--- config.mk ---
export PLATFORM = sky130hd
export DESIGN_NAME = asap7_dff_pipe
export DESIGN_NICKNAME = d
export VERILOG_FILES = /design/src/rtl/asap7_dff_pkg.sv /design/src/rtl/asap7_dff_stage.sv /design/src/rtl/asap7_dff_pipe.sv
export SDC_FILE = /design/constraint.sdc
export NUM_CORES = 1
export LEC_CHECK = 0
export ABC_CLOCK_PERIOD_IN_PS = 3000
export BUFFER_PORTS_ARGS = -buffer_cell sky130_fd_sc_hd__buf_2
export CORE_MARGIN = 3
export CORE_UTILIZATION = 53
export DETAILED_ROUTE_END_ITERATION = 16
export PLACE_DENSITY = 0.79
export SYNTH_ARGS = -nofsm -noshare
export SYNTH_HDL_FRONTEND = slang
export SYNTH_HIERARCHICAL = 1
export SYNTH_SLANG_ARGS = --single-unit
export TNS_END_PERCENT = 5
--- constraint.sdc ---
create_clock -name CLK -period 3 [get_ports CLK]
set_input_delay 0.15 -clock CLK [delete_from_list [all_inputs] [get_ports CLK]]
set_output_delay 0.15 -clock CLK [all_outputs]
set_load 0.1 [all_outputs]
--- src/rtl/asap7_dff_pkg.sv ---
// Shared definitions for the asap7_dff_pipe register slice.
// Contents: the occupancy-width helper, the default reset fill bit and the
// per-stage control bundle that the top passes into each stage.
package asap7_dff_pkg;

    // Bit replicated across WIDTH to form the default stage reset value.
    localparam logic RST_FILL_DEFAULT = 1'b0;

    // Per-stage control: the source valid bit and the load enable.
    // The load enable is the ready-chain term for that stage.
    typedef struct packed {
        logic valid;
        logic load;
    } stage_ctrl_t;

    // Width of a counter that must hold every value from 0 to depth inclusive.
    function automatic int occ_w(input int depth);
        return $clog2(depth + 1);
    endfunction

endpackage

--- src/rtl/asap7_dff_stage.sv ---
// One elastic pipeline stage: a WIDTH-bit data flop plus its valid flop.
// When load is high, the stage takes the source valid bit. It captures the
// source data only if that valid bit is set, so a loaded bubble keeps the old
// data. Flush clears the valid bit and leaves the data unchanged.
// INV_D stores the complement of the source data. This models a QN-output
// cell at the entry stage.
module asap7_dff_stage
    import asap7_dff_pkg::*;
#(
    parameter int unsigned      WIDTH   = 8,
    parameter logic [WIDTH-1:0] RST_VAL = {WIDTH{RST_FILL_DEFAULT}},
    parameter bit               INV_D   = 1'b0
) (
    input  logic             clk,
    input  logic             rst_n,
    input  logic             flush_i,
    input  stage_ctrl_t      ctrl_i,
    input  logic [WIDTH-1:0] data_i,
    output logic             valid_o,
    output logic [WIDTH-1:0] data_o
);

    logic             valid_q;
    logic             valid_d;
    logic [WIDTH-1:0] data_q;
    logic [WIDTH-1:0] data_d;
    logic [WIDTH-1:0] data_pol_s;

    // Apply the storage polarity to the incoming word.
    always_comb begin
        data_pol_s = data_i;
        if (INV_D) begin
            data_pol_s = ~data_i;
        end else begin
            data_pol_s = data_i;
        end
    end

    // Next-state logic. Flush wins, a load takes the source, otherwise hold.
    always_comb begin
        valid_d = valid_q;
        data_d  = data_q;
        if (flush_i) begin
            valid_d = 1'b0;
            data_d  = data_q;
        end else if (ctrl_i.load) begin
            valid_d = ctrl_i.valid;
            if (ctrl_i.valid) begin
                data_d = data_pol_s;
            end else begin
                data_d = data_q;
            end
        end else begin
            valid_d = valid_q;
            data_d  = data_q;
        end
    end

    // Stage flops. Reset is asynchronous and loads the stored reset word.
    always_ff @(posedge clk or negedge rst_n) begin
        if (!rst_n) begin
            valid_q <= 1'b0;
            data_q  <= RST_VAL;
        end else begin
            valid_q <= valid_d;
            data_q  <= data_d;
        end
    end

    assign valid_o = valid_q;
    assign data_o  = data_q;

endmodule

--- src/rtl/asap7_dff_pipe.sv ---
// asap7_dff_pipe: parametrised behavioural DFF pipeline with a valid/ready
// elastic handshake. It replaces gate-level DFF cells in simulation.
// Stage 0 is the input stage and stage DEPTH-1 drives Q/OUT_VALID.
// Bubbles collapse, OUT_READY back-pressure stalls the pipe, and FLUSH clears
// every valid bit synchronously.
// Optional build macro ASAP7_DFF_PIPE_QN_EN: stages hold the complement of the
// accepted word (DFFHQN polarity). Q then shows ~D, and reset shows ~RST_VAL.
module asap7_dff_pipe
    import asap7_dff_pkg::*;
#(
    parameter int unsigned      WIDTH   = 8,
    parameter int unsigned      DEPTH   = 2,
    parameter logic [WIDTH-1:0] RST_VAL = {WIDTH{RST_FILL_DEFAULT}}
) (
    input  logic                     CLK,
    input  logic                     RESETN,
    input  logic                     FLUSH,
    input  logic                     IN_VALID,
    output logic                     IN_READY,
    input  logic [WIDTH-1:0]         D,
    output logic                     OUT_VALID,
    input  logic                     OUT_READY,
    output logic [WIDTH-1:0]         Q,
    output logic [occ_w(DEPTH)-1:0]  OCC
);

    localparam int OCC_W = occ_w(DEPTH);

`ifdef ASAP7_DFF_PIPE_QN_EN
    localparam bit QN_EN = 1'b1;
`else
    localparam bit QN_EN = 1'b0;
`endif

    // The complement is taken once, at entry. Later stages copy the stored
    // word as it is, so every stage resets to the same stored polarity.
    localparam logic [WIDTH-1:0] STORE_RST = QN_EN ? ~RST_VAL : RST_VAL;

    logic [DEPTH:0]     rdy_s;
    logic               chain_s;
    logic [DEPTH-1:0]   v_s;
    logic [DEPTH-1:0]   src_valid_s;
    logic [WIDTH-1:0]   src_data_s   [DEPTH];
    logic [WIDTH-1:0]   stage_data_s [DEPTH];
    logic               in_xfer_s;
    logic               out_xfer_s;
    logic [OCC_W-1:0]   occ_q;
    logic [OCC_W-1:0]   occ_d;

    // Ready chain, walked from the output end. A stage can load if it is
    // empty or if everything downstream of it can move.
    always_comb begin
        rdy_s        = {(DEPTH + 1){1'b0}};
        rdy_s[DEPTH] = OUT_READY;
        chain_s      = OUT_READY;
        for (int i = DEPTH - 1; i >= 0; i--) begin
            chain_s  = ~v_s[i] | chain_s;
            rdy_s[i] = chain_s;
        end
    end

    // Stage array. Stage 0 takes its source from the input port, and each
    // later stage takes its source from the stage before it.
    for (genvar g = 0; g < DEPTH; g++) begin : g_stage
        stage_ctrl_t ctrl_s;

        if (g == 0) begin : g_src_in
            assign src_valid_s[g] = IN_VALID;
            assign src_data_s[g]  = D;
        end else begin : g_src_prev
            assign src_valid_s[g] = v_s[g-1];
            assign src_data_s[g]  = stage_data_s[g-1];
        end

        assign ctrl_s.valid = src_valid_s[g];
        assign ctrl_s.load  = rdy_s[g];

        asap7_dff_stage #(
            .WIDTH   (WIDTH),
            .RST_VAL (STORE_RST),
            .INV_D   ((g == 0) ? QN_EN : 1'b0)
        ) u_stage (
            .clk     (CLK),
            .rst_n   (RESETN),
            .flush_i (FLUSH),
            .ctrl_i  (ctrl_s),
            .data_i  (src_data_s[g]),
            .valid_o (v_s[g]),
            .data_o  (stage_data_s[g])
        );
    end

    // Flush masks both handshake sides, so no transfer can happen in a
    // flush cycle.
    assign IN_READY  = rdy_s[0] & ~FLUSH;
    assign OUT_VALID = v_s[DEPTH-1] & ~FLUSH;
    assign Q         = stage_data_s[DEPTH-1];

    assign in_xfer_s  = IN_VALID & IN_READY;
    assign out_xfer_s = OUT_VALID & OUT_READY;

    // Occupancy next state. The ready chain keeps it within 0..DEPTH.
    always_comb begin
        occ_d = occ_q;
        if (FLUSH) begin
            occ_d = {OCC_W{1'b0}};
        end else if (in_xfer_s && !out_xfer_s) begin
            occ_d = occ_q + OCC_W'(1'b1);
        end else if (!in_xfer_s && out_xfer_s) begin
            occ_d = occ_q - OCC_W'(1'b1);
        end else begin
            occ_d = occ_q;
        end
    end

    // Occupancy register.
    always_ff @(posedge CLK or negedge RESETN) begin
        if (!RESETN) begin
            occ_q <= {OCC_W{1'b0}};
        end else begin
            occ_q <= occ_d;
        end
    end

    assign OCC = occ_q;

endmodule
==> summary.txt <==
Run status
  – Status: complete, no violations

Clock network
  – CTS tree: done
  – CTS Sinks: 20
  – Max clock buf depth: 2
  – Root buffer cell: clkbuf_4
  – Htree depth: 1
  – Clock Latency Late Sink: 0.29 ns
  – Inserted Clock Buffers: 3
  – Clock transition at path regs: 0.11 ns

Placement
  – Dpl ws: 1.43 ns
  – PortBufs: 24
  – GP Congestion: 0.738
  – HPWL Detailed: 1150 um

Setup path
  – Slowest cell on crit path: dfrtp_1
  – Crit path capture type: primary output
  – CP Buf/Inv Count: 1
  – Worst-path cell chain: nand3b_1, nor2b_1, buf_2
  – Crit-path max FO: 6
  – CP Class: reg -> out
  – Critical Path Source Type: flop
  – CP peak stage delay: 0.46 ns
  – CP required: 2.85 ns
  – CP Data Arrival Time: 1.53 ns
  – Top Family by Delay on Critical Path: flip-flops

Routing
  – Via count: 555
  – Drt initial violations: 1
  – Wire length on met2: 783 um
  – Met3 WL: 66 um
  – Final wirelength: 1480 um
  – Post-DR vias/cell: 5.39
  – M1 WL: 618 um
  – Top Layer Used: met4
  – Routed Antenna Nets: 0
  – Drt first pass iters: 4
  – DRC: 0
  – WL/cell: 14.4 um

Die
  – DIE WIDTH: 46.8 um
  – Die H: 46.8 um
  – Row cnt: 14
  – Die area: 2190 sq um
  – IO Pins: 25
  – Initial core utilization: 57.3%
  – Core area: 1540 sq um

Logic synthesis
  – Post-synth net total: 71
  – Share of the synthesized area in the top cell type: 56.7%
  – Mean Syn Cell Area: 15.2 sq um
  – Yosys warns: 6
  – Area contributors post-synth: dfrtp_1 (57%), mux2_2 (20%), nand3b_4 (4.5%)
  – Synth Cell Area: 883 sq um
  – Yosys cell types: 20
  – Share of the yosys chip area belonging to registers: 56.7%
  – Yosys reg bits: 20
  – Biggest area consumer among synthesized cells: dfrtp_1
  – Post-Synthesis Cells: 58

Power and ir drop
  – P_leak: 0.527 nW
  – Power density over the cells: 858 nW/um^2
  – Peak VDD IR: 675 uV

Cells and area
  – Number of antenna diodes: 0
  – Fillers: 121
  – Layout net count: 101
  – Footprint of the multi-input gates: 383 sq um
  – FF/Latch Area: 500 sq um
  – Share of cells above drive strength 1: 58.6%
  – Layout area overhead: 21.1%

Hold path
  – Worst hold path type: in -> reg

Timing
  – Normalized max-slew margin: 67.5%
  – Final min period: 1.68 ns
  – Final Hold Viols: 0
  – Setup ws final: 1.32 ns
  – Slew Limit Fails: 0
  – Clock Skew: 0.00735 ns
  – Slew at the pin with the worst max-slew slack: 0.491 ns
  – Final period utilization: 56.1%
  – Post-route setup TNS: 0 ns
  – Max Freq: 0.594 GHz
  – Endpoints failing setup: 0
  – RSZ-0062 raised after global routing: false

Global routing
  – Total gr overflow: 0
  – Largest net degree at the start of global routing: 21
  – GRT Total Usage: 15.6%
  – Antenna violations before repair: 0
  – First-pass GRT wire length: 2320 um
  – Vias in the first global route: 547

Job
  – # Max-Cap Violations: 0
-- cell families after synthesis --
kind of cell / share of synthesized area [%]
DFF: 56.7
muxes: 22.7
and+or+nand+nor: 15.6
AOI/OAI and AO/OA: 5.10
-- worst register-to-register path: cells and delay by family, from the launching register on --
family / cells / cell delay [ns]
AND/OR/NAND/NOR: 2 / 0.49
flip-flops: 1 / 0.46
AO/OA/AOI/OAI: 2 / 0.54
-- path summary, 6_finish.rpt --
path | start | end | slack [ns] | cells after the start
worst min register to register | g_stage[1].u_stage/data_o[0]$_DFFE_PN0P_ | g_stage[1].u_stage/data_o[0]$_DFFE_PN0P_ | 0.51 | 1
min in group asynchronous | RESETN | g_stage[1].u_stage/data_o[0]$_DFFE_PN0P_ | 0.31 | 2
max in group asynchronous | RESETN | OCC[0]$_DFFE_PN0P_ | 2.38 | 2
worst max register to register | g_stage[0].u_stage/valid_o$_DFFE_PN0P_ | OCC[1]$_DFFE_PN0P_ | 1.41 | 4
worst max-delay path | g_stage[0].u_stage/valid_o$_DFFE_PN0P_ | IN_READY | 1.32 | 3
worst min-delay path | D[7] | g_stage[0].u_stage/data_o[7]$_DFFE_PN0P_ | 0.08 | 2
-- routing by layer --
| layer | global-route usage [%] | up-vias |
|---|---|---|
| met3 | 3.45 | 2 |
| met1 | 16.5 | 269 |
| met5 | 0 | - |
| met2 | 28.5 | 11 |
| li1 | - | 273 |
| met4 | 8.29 | 0 |
-- synth_stat cells (all sizes together) --
library cell  number
a32oi              1
a211o              1
or2b               1
nor4b              1
o21ai              1
and2b              2
nor2b              2
or3b               1
nand2b             1
mux2              16
nor3b              1
nor3               1
nor2               2
a221oi             1
a21o               1
dfrtp             20
nand3b             3
mux2i              2
-- cell type report --
cell class,count,share of cell area [%]
flip-flops and latches,20,46.8
repair buffers,25,12.2
clock buffers,4,3.39
well taps,16,1.87
multi-input cells,38,35.8
-- cells in the final DEF, fill, tap and decap left out, drive strengths merged, types with 2 or more instances in the layout --
cell type / count
and2b: 2
buf: 24
clkbuf: 4
dfrtp: 20
mux2: 16
mux2i: 2
nand3b: 3
nor2: 2
nor2b: 2
-- per-stage QoR --
stage	hold WS [ns]	utilization [%]	std cells	total power, mW	cell area (sq um)
after floorplan	-0.146	-	58	0.703	883
after global placement	0.107	66.4	98	0.769	1020
after detailed placement	0.111	66.4	98	0.777	1020
after CTS	0.0656	69.4	103	0.933	1070
after global routing	0.0656	69.4	103	0.959	1070
final	0.0816	69.4	103	0.918	1070
-- report_power, final --
part,switching (mW),total [mW],internal (mW)
registers,0.0283,0.352,0.323
clock network,0.0748,0.149,0.0739
logic,0.334,0.418,0.0841
total,0.437,0.918,0.481
-- state kept, by name, indices dropped and copies added (netlist names) --
name and cells:
OCC 2, g_stage.u_stage/data_o 16, g_stage.u_stage/valid_o 2
-- timing repair --
action / 4_1_cts / 5_1_grt
setup buffers: 0 / 0
gates resized for setup: 0 / 0
endpoints found under the hold margin: 20 / 0
hold buffers: 1 / 0
(Power assumes the default switching activity.)
